==> config.mk <==
export PLATFORM = sky130hd
export DESIGN_NAME = fp_serial_tx
export DESIGN_NICKNAME = d
export VERILOG_FILES = /design/src/rtl/fp_serial_tx.sv
export SDC_FILE = /design/constraint.sdc
export NUM_CORES = 1
export LEC_CHECK = 0
export CAP_MARGIN = 0
export CORE_MARGIN = 4
export CORE_UTILIZATION = 40
export CTS_CLUSTER_DIAMETER = 120
export DETAILED_ROUTE_END_ITERATION = 10
export DONT_BUFFER_PORTS = 1
export HOLD_SLACK_MARGIN = 0.08
export SLEW_MARGIN = 20
export SYNTH_ARGS = -nofsm -noshare
export SYNTH_HDL_FRONTEND = slang
export SYNTH_SLANG_ARGS = --single-unit
==> constraint.sdc <==
create_clock -name clk -period 3.3 [get_ports clk]
set_input_delay 0.165 -clock clk [delete_from_list [all_inputs] [get_ports clk]]
set_output_delay 0.165 -clock clk [all_outputs]
set_load 0.005 [all_outputs]
==> src/rtl/fp_serial_tx.sv <==
// fp_serial_tx: buffers compressed {S,E,F} samples in a small FIFO and sends
// each one as an 11-bit frame: start, 8 data bits MSB-first, even parity, stop.
module fp_serial_tx #(
  parameter int CLKS_PER_BIT = 4,
  parameter int DEPTH        = 4
) (
  input  logic                     clk,
  input  logic                     rst,
  input  logic                     in_valid,
  input  logic                     in_s,
  input  logic [2:0]               in_e,
  input  logic [3:0]               in_f,
  output logic                     in_ready,
  output logic                     tx_line,
  output logic                     tx_busy,
  output logic [$clog2(DEPTH):0]   fifo_count
);

  localparam int AW = $clog2(DEPTH);
  localparam int CW = AW + 1;
  localparam int BW = (CLKS_PER_BIT > 1) ? $clog2(CLKS_PER_BIT) : 1;
  localparam logic [BW-1:0] BAUD_LAST = BW'(CLKS_PER_BIT - 1);
  localparam logic [CW-1:0] FULL      = CW'(DEPTH);

  typedef enum logic [2:0] {
    IDLE,
    START,
    DATA,
    PARITY,
    STOP
  } state_t;

  state_t          state;
  state_t          state_next;
  logic [BW-1:0]   baud;
  logic [BW-1:0]   baud_next;
  logic [2:0]      bit_idx;
  logic [2:0]      bit_idx_next;
  logic [7:0]      shreg;
  logic            parity;
  logic [7:0]      mem [DEPTH];
  logic [AW-1:0]   wr_ptr;
  logic [AW-1:0]   rd_ptr;
  logic            push;
  logic            pop;
  logic            baud_done;
  logic            line_next;
  logic            queued;

  // in_ready looks only at the registered count, so a pop on the same edge
  // never lets a full FIFO accept a new sample.
  assign in_ready  = (fifo_count < FULL);
  assign push      = in_valid && in_ready;
  assign baud_done = (baud == BAUD_LAST);
  assign queued    = (fifo_count != '0);

  // State register.
  always_ff @(posedge clk) begin
    if (rst) begin
      state <= IDLE;
    end else begin
      state <= state_next;
    end
  end

  // Next-state, baud/bit counters and pop decision; baud restarts on every state change.
  always_comb begin
    state_next   = state;
    baud_next    = baud + 1'b1;
    bit_idx_next = bit_idx;
    pop          = 1'b0;
    case (state)
      IDLE: begin
        baud_next = '0;
        if (queued) begin
          pop        = 1'b1;
          state_next = START;
        end
      end
      START: begin
        if (baud_done) begin
          state_next   = DATA;
          baud_next    = '0;
          bit_idx_next = 3'd0;
        end
      end
      DATA: begin
        if (baud_done) begin
          baud_next = '0;
          if (bit_idx == 3'd7) begin
            state_next = PARITY;
          end else begin
            bit_idx_next = bit_idx + 3'd1;
          end
        end
      end
      PARITY: begin
        if (baud_done) begin
          state_next = STOP;
          baud_next  = '0;
        end
      end
      STOP: begin
        if (baud_done) begin
          baud_next = '0;
          if (queued) begin
            pop        = 1'b1;
            state_next = START;
          end else begin
            state_next = IDLE;
          end
        end
      end
      default: begin
        state_next = IDLE;
        baud_next  = '0;
      end
    endcase
  end

  // Line level for the coming cycle, derived from the state being entered.
  always_comb begin
    line_next = 1'b1;
    case (state_next)
      START:   line_next = 1'b0;
      DATA:    line_next = shreg[3'd7 - bit_idx_next];
      PARITY:  line_next = parity;
      default: line_next = 1'b1;
    endcase
  end

  // Transmitter datapath: counters, shifter load on pop, registered line and busy.
  always_ff @(posedge clk) begin
    if (rst) begin
      baud    <= '0;
      bit_idx <= 3'd0;
      shreg   <= 8'h00;
      parity  <= 1'b0;
      tx_line <= 1'b1;
      tx_busy <= 1'b0;
    end else begin
      baud    <= baud_next;
      bit_idx <= bit_idx_next;
      tx_line <= line_next;
      tx_busy <= (state_next != IDLE);
      if (pop) begin
        shreg  <= mem[rd_ptr];
        parity <= ^mem[rd_ptr];
      end
    end
  end

  // FIFO storage; contents need no reset because the pointers are cleared.
  always_ff @(posedge clk) begin
    if (!rst && push) begin
      mem[wr_ptr] <= {in_s, in_e, in_f};
    end
  end

  // FIFO pointers and occupancy; pointers wrap naturally at DEPTH.
  always_ff @(posedge clk) begin
    if (rst) begin
      wr_ptr     <= '0;
      rd_ptr     <= '0;
      fifo_count <= '0;
    end else begin
      if (push) begin
        wr_ptr <= wr_ptr + 1'b1;
      end
      if (pop) begin
        rd_ptr <= rd_ptr + 1'b1;
      end
      case ({push, pop})
        2'b10:   fifo_count <= fifo_count + CW'(1);
        2'b01:   fifo_count <= fifo_count - CW'(1);
        default: fifo_count <= fifo_count;
      endcase
    end
  end

endmodule
==> impl_metrics.json, run 1 <==
{
  "crit_path_end_kind": "register",
  "skew_ns": 0.00856,
  "htree_num_levels": 3,
  "synth_area_um2": 2580,
  "use_met1": 0.154,
  "multiInputGateArea_um2": 956,
  "initial_core_util": 0.409,
  "setup_tns_ns": 0,
  "yosys_warnings": 0,
  "slew_violations": 0,
  "finalSetupViolations": 0,
  "io_buffers": 0,
  "final_cells": 290,
  "synth-compound-area-share": 0.0833,
  "clk_latency_ns": 0.33,
  "start_kind": "register",
  "grt_start_max_net_pins": 28,
  "gp_congestion": 0.729,
  "antenna_found_initial": 0,
  "avgSynthCellArea_um2": 13.1,
  "p_switching_mw": 0.744,
  "period_share": 0.738,
  "arrival_ns": 2.69,
  "cts.path.max_buffers": 2,
  "wire_per_inst_um": 14.5,
  "synthCells": 197,
  "critPathMaxFanout": 13,
  "grt_pass1_wl_um": 7240,
  "rows": 29,
  "relSlewSlack": 0.324,
  "combPwrFrac": 0.295,
  "synth_fa_ha_area_frac": 0.0416,
  "layout-drive-gt1-share": 0.131,
  "wl_um": 4220,
  "cts_tree": "done",
  "ant_nets": 0,
  "yosysUniqueCellTypes": 41,
  "hp-class": "input port to register",
  "synth_xor_area_frac": 0.0474,
  "drt_iter0_markers": 60,
  "synth_top_family_by_area": "multiplexers",
  "hold_viol": 0,
  "core_um2": 6310,
  "numCtsBuffers": 9,
  "die_w_um": 88.4,
  "swShare": 0.304,
  "rsz0062_at_grt": "no",
  "pwr-share-clk": 0.285,
  "worstPathRequired_ns": 3.55,
  "regArea_um2": 1520,
  "grt_pass1_vias": 1486,
  "seqPwrFrac": 0.420,
  "min_period_ns": 2.44,
  "p_int_mw": 1.70,
  "via_per_inst": 4.98,
  "path_class": "register to register",
  "ioPinCount": 17,
  "nets": 227,
  "muxShareOfSynthArea": 0.108,
  "drc": 0,
  "drtPass1Iterations": 4,
  "ys_seq_elements": 60,
  "power_density_nw_per_um2": 839,
  "cts_root_buf": "clkbuf_8",
  "die_area_um2": 7810,
  "grt_use_met3": 0.0521,
  "die_h_um": 88.4,
  "grt-ovfl-total": 0,
  "irDropWorstVdd_mv": 0.507,
  "fillers": 574,
  "antenna_cells": 0,
  "ys_seq_area_frac": 0.589,
  "tightestPinTransition_ns": 1.01,
  "track_usage": 0.126,
  "fmax_ghz": 0.411,
  "power.leakage_nw": 1.03,
  "fin_hold_ws_ns": 0.224,
  "clk_pin_slew_ns": 0.07,
  "area_growth_pct": 12.9,
  "busiest_layer": "met2",
  "status": "complete, no violations",
  "post_cts_resize_count": 0,
  "cts_sinks": 60,
  "place_hpwl_um": 2790,
  "met2_usage": 0.198,
  "drv_cap": 0,
  "synth-simple-area-share": 0.0891,
  "place_inst": 265,
  "syn_nets": 216,
  "vias": 1445
}
## registers in the layout (all words and copies together) (netlist names), named ones only
name and flops:
baud 2, bit_idx 3, fifo_count 3, mem 32, parity 1, rd_ptr 2, shreg 8, state 3
tx_busy 1, tx_line 1, wr_ptr 2
## worst paths after layout
kind | endpoint | cells after the start | start | slack [ns]
worst min register to register | baud[0] | 1 | baud[0] | 0.45
worst min-delay path | wr_ptr[0] | 3 | in_valid | 0.22
worst max register to register | fifo_count[2] | 10 | baud[0] | 0.86
worst max-delay path | fifo_count[2] | 10 | baud[0] | 0.86
## cell families after synthesis
family                   Yosys count
multiplexers                      18
adder cells (fa/ha/maj)            8
AO/OA/AOI/OAI                     28
flip-flops                        60
AND/OR/NAND/NOR                   49
XOR/XNOR                          14
buffers and inverters             20
## area by class of cell
cell class,count,share of cell area
multi-input cells,117,0.328
well taps,77,0.0330
clock inverters,5,0.0266
repair buffers,10,0.0334
clock buffers,11,0.0450
inverters,10,0.0129
flip-flops and latches,60,0.521
## cell usage in the layout (no fill, tap or decap), types with 4 or more instances in the layout
master         Yosys  final
nor2_1            27     27
ha_1               7      7
a211oi_1           5      5
mux4_2             8      8
inv_1             10     10
xnor2_1           10     10
dfxtp_1           28     28
xor2_1             4      4
dlygate4sd3_1      0      9
a21oi_1            4      4
clkbuf_8           0      9
edfxtp_1          32     32
nand2_1            5      5
mux2i_1           10     10
and2_1             5      5
## through the flow
step	cell area (um2)	utilization	power [mW]	worst slack, ns
after CTS	2920	0.462	2.49	0.849
after global placement	2620	0.415	1.75	0.944
after floorplan	2580	-	1.65	0.844
after detailed placement	2620	0.415	1.76	0.871
after global routing	2920	0.462	2.62	0.663
final	2920	0.462	2.45	0.864
## power by group through the flow
stage | logic [mW] | clock network [mW] | registers (mW)
2_1_floorplan | 0.671 | 0 | 0.980
3_3_place_gp | 0.700 | 0 | 1.05
3_5_place_dp | 0.711 | 0 | 1.05
4_1_cts | 0.733 | 0.719 | 1.03
5_1_grt | 0.811 | 0.755 | 1.05
6_report | 0.721 | 0.698 | 1.03
## routing by layer
| layer | up-vias | share of wire | wire length, um |
|---|---|---|---|
| met5 | - | 0 | 0 |
| met4 | 0 | 0.0055 | 23 |
| met1 | 688 | 0.47 | 2000 |
| met3 | 2 | 0.044 | 185 |
| met2 | 26 | 0.48 | 2010 |
| li1 | 729 | - | - |
## Yosys cell counts
library cell,number,area share
edfxtp_1,32,0.37
dfxtp_1,28,0.22
nor2_1,27,0.039
inv_1,10,0.015
mux2i_1,10,0.039
xnor2_1,10,0.034
mux4_2,8,0.070
ha_1,7,0.034
a211oi_1,5,0.015
and2_1,5,0.012
nand2_1,5,0.0073
a21oi_1,4,0.0077
xor2_1,4,0.014
a21boi_0,3,0.0087
buf_6,3,0.013
clkbuf_1,3,0.0044
nor2b_1,3,0.0073
o21ai_0,3,0.0058
a211o_1,2,0.0068
buf_4,2,0.0058
nor3_1,2,0.0039
o21ai_1,2,0.0039
a211oi_2,1,0.0048
a22o_1,1,0.0034
a22oi_1,1,0.0029
a22oi_2,1,0.0048
a32o_1,1,0.0039
a32oi_1,1,0.0034
a41oi_2,1,0.0063
and4b_1,1,0.0039
buf_2,1,0.0019
clkbuf_2,1,0.0019
fa_1,1,0.0077
nand2b_1,1,0.0024
nor2_2,1,0.0024
nor4_1,1,0.0024
nor4b_1,1,0.0034
o21ai_2,1,0.0034
o31ai_1,1,0.0029
or2_2,1,0.0024
or3_1,1,0.0024
## worst max-delay path, stage by stage, from the launching register on
cell and delay [ns]:
dfxtp_1 0.34, ha_1 0.31, nor2_1 0.11, nor2_1 0.10
buf_4 0.24, ha_1 0.22, inv_1 0.06, fa_1 0.37
xor2_1 0.16, or3_1 0.30, a21oi_1 0.14
## repair_timing
item	in CTS	in global routing
hold buffers	9	0
hold endpoints to repair	60	0
buffers inserted	0	0
No activity file was read; power rests on OpenSTA's default activity.
==> run 2: changes to the inputs <==
--- a/config.mk
+++ b/config.mk
@@ -5,6 +5,7 @@
 export SDC_FILE = /design/constraint.sdc
 export NUM_CORES = 1
 export LEC_CHECK = 0
+export ABC_AREA = 1
 export CAP_MARGIN = 0
 export CORE_MARGIN = 4
 export CORE_UTILIZATION = 40
==> constraint.sdc (replaced) <==
create_clock -name clk -period 2.1 [get_ports clk]
set_input_delay 0.105 -clock clk [delete_from_list [all_inputs] [get_ports clk]]
set_output_delay 0.105 -clock clk [all_outputs]
set_load 0.005 [all_outputs]
==> impl_metrics.json, run 2 <==
{
  "ioPinCount": 17,
  "antenna_cells": 0,
  "place_hpwl_um": 3800,
  "multiInputGateArea_um2": 1190,
  "die_w_um": 93.6,
  "rows": 30,
  "die_h_um": 93.6,
  "status": "complete, no violations",
  "critPathMaxFanout": 3,
  "cts_tree": "done",
  "top_register": "mem",
  "cts.path.max_buffers": 2,
  "antenna_found_initial": 0,
  "ant_nets": 0,
  "synthCells": 363,
  "postLayoutCoreUtil": 0.483,
  "cts_root_buf": "clkbuf_8",
  "synth_edf_count": 32,
  "syn_nets": 382,
  "drc": 0,
  "fmax_ghz": 0.516,
  "gp_congestion": 0.832,
  "via_per_inst": 4.59,
  "period_share": 0.923,
  "pre_cts_slack_ns": 0.102,
  "grt_pass1_vias": 2085,
  "io_buffers": 0,
  "ys_seq_area_frac": 0.519,
  "yosys-top-cells-area": "edfxtp_1 (33%), dfxtp_1 (19%), nand2_1 (18%)",
  "clk_pin_slew_ns": 0.07,
  "ys_top_cells_by_count": "nand2_1 (143), nand3_1 (36), edfxtp_1 (32), inv_1 (29), dfxtp_1 (28)",
  "yosysUniqueCellTypes": 26,
  "busiest_layer": "met2",
  "finalSetupViolations": 0,
  "drtPass1Iterations": 4,
  "ys_seq_elements": 60,
  "min_period_ns": 1.94,
  "synthDominantCellAreaShare": 0.328,
  "grt-ovfl-total": 0,
  "wl_um": 5430,
  "drv_cap": 0,
  "core_um2": 6940,
  "final.setup.worst_slack_ns": 0.163,
  "power.leakage_nw": 1.51,
  "htree_num_levels": 3,
  "numCtsBuffers": 9,
  "initial_core_util": 0.422,
  "synth_ff_type": "edfxtp_1",
  "path_class": "register to register",
  "drt_iter0_markers": 83,
  "skew_ns": 0.0112,
  "relSlewSlack": 0.779,
  "post-cts-setup-buffers": 0,
  "final_common_cell": "nand2_1",
  "largest_reg_flops": 32,
  "grt_start_max_net_pins": 21,
  "layout-drive-gt1-share": 0.118,
  "final_cell_mix": "nand2_1 (143), nand3_1 (36), edfxtp_1 (32)",
  "met2_usage": 0.216,
  "rsz0062_at_grt": "no",
  "fillers": 672,
  "wire_per_inst_um": 11.2,
  "arrival_ns": 2.16,
  "cts_sinks": 60,
  "track_usage": 0.139,
  "power_density_nw_per_um2": 1200,
  "avgSynthCellArea_um2": 8.07,
  "use_met1": 0.181,
  "total_power_mw": 4.03,
  "regArea_um2": 1520,
  "synthArstFlopShare": 0,
  "synth.most_common_cell": "nand2_1",
  "largest_registers": "mem x32, shreg x8",
  "yosysTopAreaCell": "edfxtp_1",
  "grt_use_met3": 0.0362,
  "vias": 2225,
  "hold_viol": 0,
  "clk_latency_ns": 0.33,
  "area_growth_pct": 14.4,
  "crit_path_end_kind": "register",
  "tightestPinTransition_ns": 0.331,
  "slew_violations": 0,
  "grt_pass1_wl_um": 9470,
  "fin_hold_ws_ns": 0.304,
  "yosys_warnings": 0,
  "nets": 403,
  "die_area_um2": 8760,
  "hp-class": "input port to register",
  "setup_tns_ns": 0,
  "start_kind": "register",
  "synth_area_um2": 2930,
  "irDropWorstVdd_mv": 0.579,
  "worstPathRequired_ns": 2.32
}
-- run 2: cell types whose count changed after synthesis, sizes merged, moves of 13 or more --
cell and delta:
a21oi +13, inv +24, nand2 +147, nand3 +37, o21ai +15
-- run 2: per-layer routing --
metal,wire length (um),share of wire,vias to the layer above
li1,-,-,1212
met1,2710,0.50,982
met2,2470,0.45,20
met3,145,0.027,11
met4,104,0.019,0
met5,0,0,-
-- run 2: logic make-up (layout without fill, tap and decap cells) --
logic type | Yosys count | in the layout | synth area share
flops | 60 | 60 | 0.519
compound gates | 39 | 39 | 0.0687
fa+ha+maj | 8 | 8 | 0.0367
simple gates | 211 | 211 | 0.300
buf+inv | 45 | 71 | 0.0751
-- run 2: worst paths after layout --
check | start | endpoint | slack (ns) | cells past startpoint
max | fifo_count[1] | fifo_count[2] | 0.16 | 11
min | in_valid | mem[3][1] | 0.30 | 3
max reg2reg | fifo_count[1] | fifo_count[2] | 0.16 | 11
min reg2reg | baud[0] | baud[0] | 0.42 | 1
-- run 2: per-stage QoR --
stage,std cells,cell area [um2]
after global routing,485,3350
after floorplan,363,2930
after detailed placement,459,3050
after global placement,459,3050
final,485,3350
after CTS,485,3350
-- run 2: layout make-up --
cell class,instances,area share
Sequential cell,60,0.454
Clock buffer,12,0.0463
Tap cell,96,0.0358
Multi-Input combinational cell,258,0.356
Timing Repair Buffer,21,0.0545
Inverter,34,0.0396
Clock inverter,4,0.0138
-- run 2: what timing repair did --
action | 4_1_cts | 5_1_grt
endpoints found under the setup margin | 0 | 1
endpoints found under the hold margin | 51 | 0
hold buffers | 10 | 0
gates resized for setup | 0 | 4
-- run 2: report_power, final --
group / internal, mW / total [mW] / switching, mW
combinational: 0.495 / 1.45 / 0.954
sequential: 1.43 / 1.53 / 0.0995
clock: 0.610 / 1.05 / 0.444
-- run 2: worst max-delay path: stages (launching register included) --
cell and delay, ns:
dfxtp_1 0.38, inv_1 0.09, nand3_1 0.09, nand2_1 0.11, nor2_2 0.13, ha_1 0.15, inv_1 0.07, fa_1 0.38
a21oi_1 0.14, o21ai_0 0.11, o21ai_1 0.14, a21oi_1 0.05
==> run 3: changes to the inputs <==
--- a/config.mk
+++ b/config.mk
@@ -8,11 +8,12 @@
 export ABC_AREA = 1
 export CAP_MARGIN = 0
 export CORE_MARGIN = 4
-export CORE_UTILIZATION = 40
+export CORE_UTILIZATION = 60
 export CTS_CLUSTER_DIAMETER = 120
 export DETAILED_ROUTE_END_ITERATION = 10
 export DONT_BUFFER_PORTS = 1
 export HOLD_SLACK_MARGIN = 0.08
+export PLACE_DENSITY = 0.76
 export SLEW_MARGIN = 20
 export SYNTH_ARGS = -nofsm -noshare
 export SYNTH_HDL_FRONTEND = slang
==> constraint.sdc (replaced) <==
create_clock -name clk -period 2.23 [get_ports clk]
set_input_delay 0.1115 -clock clk [delete_from_list [all_inputs] [get_ports clk]]
set_output_delay 0.1115 -clock clk [all_outputs]
set_load 0.005 [all_outputs]
==> impl_metrics.json, run 3 (synthesis results as in run 2) <==
{
  "status": "complete, no violations",
  "via_per_inst": 5.10,
  "drtPass1Iterations": 4,
  "start_kind": "register",
  "gp_congestion": 0.843,
  "wl_um": 5440,
  "die_h_um": 77.9,
  "period_share": 0.900,
  "final_cell_mix": "nand2_1 (143), nand3_1 (36), edfxtp_1 (32)",
  "nets": 401,
  "antenna_found_initial": 0,
  "power_density_nw_per_um2": 1110,
  "worstPathRequired_ns": 2.44,
  "crit_slowest_cell": "dfxtp_1",
  "grt_pass1_wl_um": 9330,
  "rows": 25,
  "final_cell_area_um2": 3260,
  "clk_pin_slew_ns": 0.06,
  "vias": 2314,
  "path_cells": "inv_1 -> nand3_1 -> nand2_1 -> nor2_1 -> ha_1 -> inv_1 -> fa_1 -> a21oi_1 -> o21ai_0 -> o21ai_0 -> a21oi_1",
  "wire_per_inst_um": 12.0,
  "io_buffers": 0,
  "top_register": "mem",
  "die_area_um2": 6070,
  "path_class": "register to register",
  "cts_root_buf": "clkbuf_8",
  "placed_cell_area_um2": 2990,
  "min_period_ns": 2.01,
  "grt-ovfl-total": 0,
  "core_um2": 4720,
  "cts_sinks": 60,
  "max_stage_delay_ns": 0.38,
  "fmax_ghz": 0.498,
  "post-cts-setup-buffers": 0,
  "drc": 0,
  "grt_start_max_net_pins": 21,
  "hold_viol": 0,
  "hp-class": "input port to register",
  "finalSetupViolations": 0,
  "drv_cap": 0,
  "setup_tns_ns": 0,
  "die_w_um": 77.9,
  "clk_latency_ns": 0.33,
  "cts.path.max_buffers": 2,
  "crit_path_end_kind": "register",
  "skew_ns": 0.00569,
  "tightestPinTransition_ns": 0.309,
  "power.leakage_nw": 1.47,
  "ioPinCount": 17,
  "cts_tree": "done",
  "slew_violations": 0,
  "place_hpwl_um": 3690,
  "grt_pass1_vias": 2104,
  "arrival_ns": 2.22,
  "initial_core_util": 0.620,
  "largest_registers": "mem x32, shreg x8",
  "numCtsBuffers": 9,
  "irDropWorstVdd_mv": 0.570,
  "ant_nets": 0,
  "rsz0062_at_grt": "no",
  "area_growth_pct": 11.2,
  "largest_reg_flops": 32,
  "layout-drive-gt1-share": 0.101,
  "antenna_cells": 0,
  "htree_num_levels": 3,
  "relSlewSlack": 0.793,
  "final_common_cell": "nand2_1",
  "drt_iter0_markers": 136,
  "track_usage": 0.201,
  "critPathMaxFanout": 4
}
## run 3: through the flow
step	std cells	utilization	power [mW]	setup slack [ns]	hold slack, ns
6_report	454	0.690	3.63	0.223	0.337
3_5_place_dp	428	0.634	2.80	0.222	0.184
5_1_grt	454	0.690	3.95	0.0290	0.335
2_1_floorplan	363	-	2.58	0.152	0.210
4_1_cts	454	0.690	3.64	0.203	0.327
3_3_place_gp	428	0.634	2.76	0.286	0.183
## run 3: worst max-delay path: cells and delay by family (launching register included)
| family | cells | cell delay, ns |
|---|---|---|
| adder cells (fa/ha/maj) | 2 | 0.55 |
| AO/OA/AOI/OAI | 4 | 0.47 |
| flip-flops | 1 | 0.38 |
| AND/OR/NAND/NOR | 3 | 0.33 |
| buffers and inverters | 2 | 0.16 |
## run 3: final timing paths
check | from | to | slack, ns | cells past startpoint
worst max register to register | fifo_count[0] | fifo_count[2] | 0.22 | 11
worst min-delay path | in_valid | mem[2][3] | 0.34 | 3
worst min register to register | baud[0] | baud[0] | 0.42 | 1
worst max-delay path | fifo_count[0] | fifo_count[2] | 0.22 | 11
## run 3: area by class of cell
class	instances	area, um2
inverter	34	133
clock buffer	14	153
fill	396	1460
clock inverter	2	10.0
tap	67	83.8
timing repair buffer	19	168
multi-input combinational	258	1190
sequential	60	1520
## run 3: layer usage
layer | part of all wire | GRT usage | vias up
met4 | 0.017 | 0.0854 | 0
met2 | 0.46 | 0.324 | 43
met1 | 0.48 | 0.257 | 1048
met5 | 0 | 0 | -
met3 | 0.043 | 0.0487 | 10
li1 | - | - | 1213
## run 3: power breakdown
part           switching [mW]  internal (mW)  total [mW]
clock network           0.379          0.431       0.811
registers              0.0949           1.34        1.44
logic                   0.923          0.459        1.38
total                    1.40           2.23        3.63
## run 3: timing repair
item                       4_1_cts  5_1_grt
setup endpoints to repair        0        1
hold buffers                    10        0
hold endpoints to repair        49        0
gates resized for setup          0        1
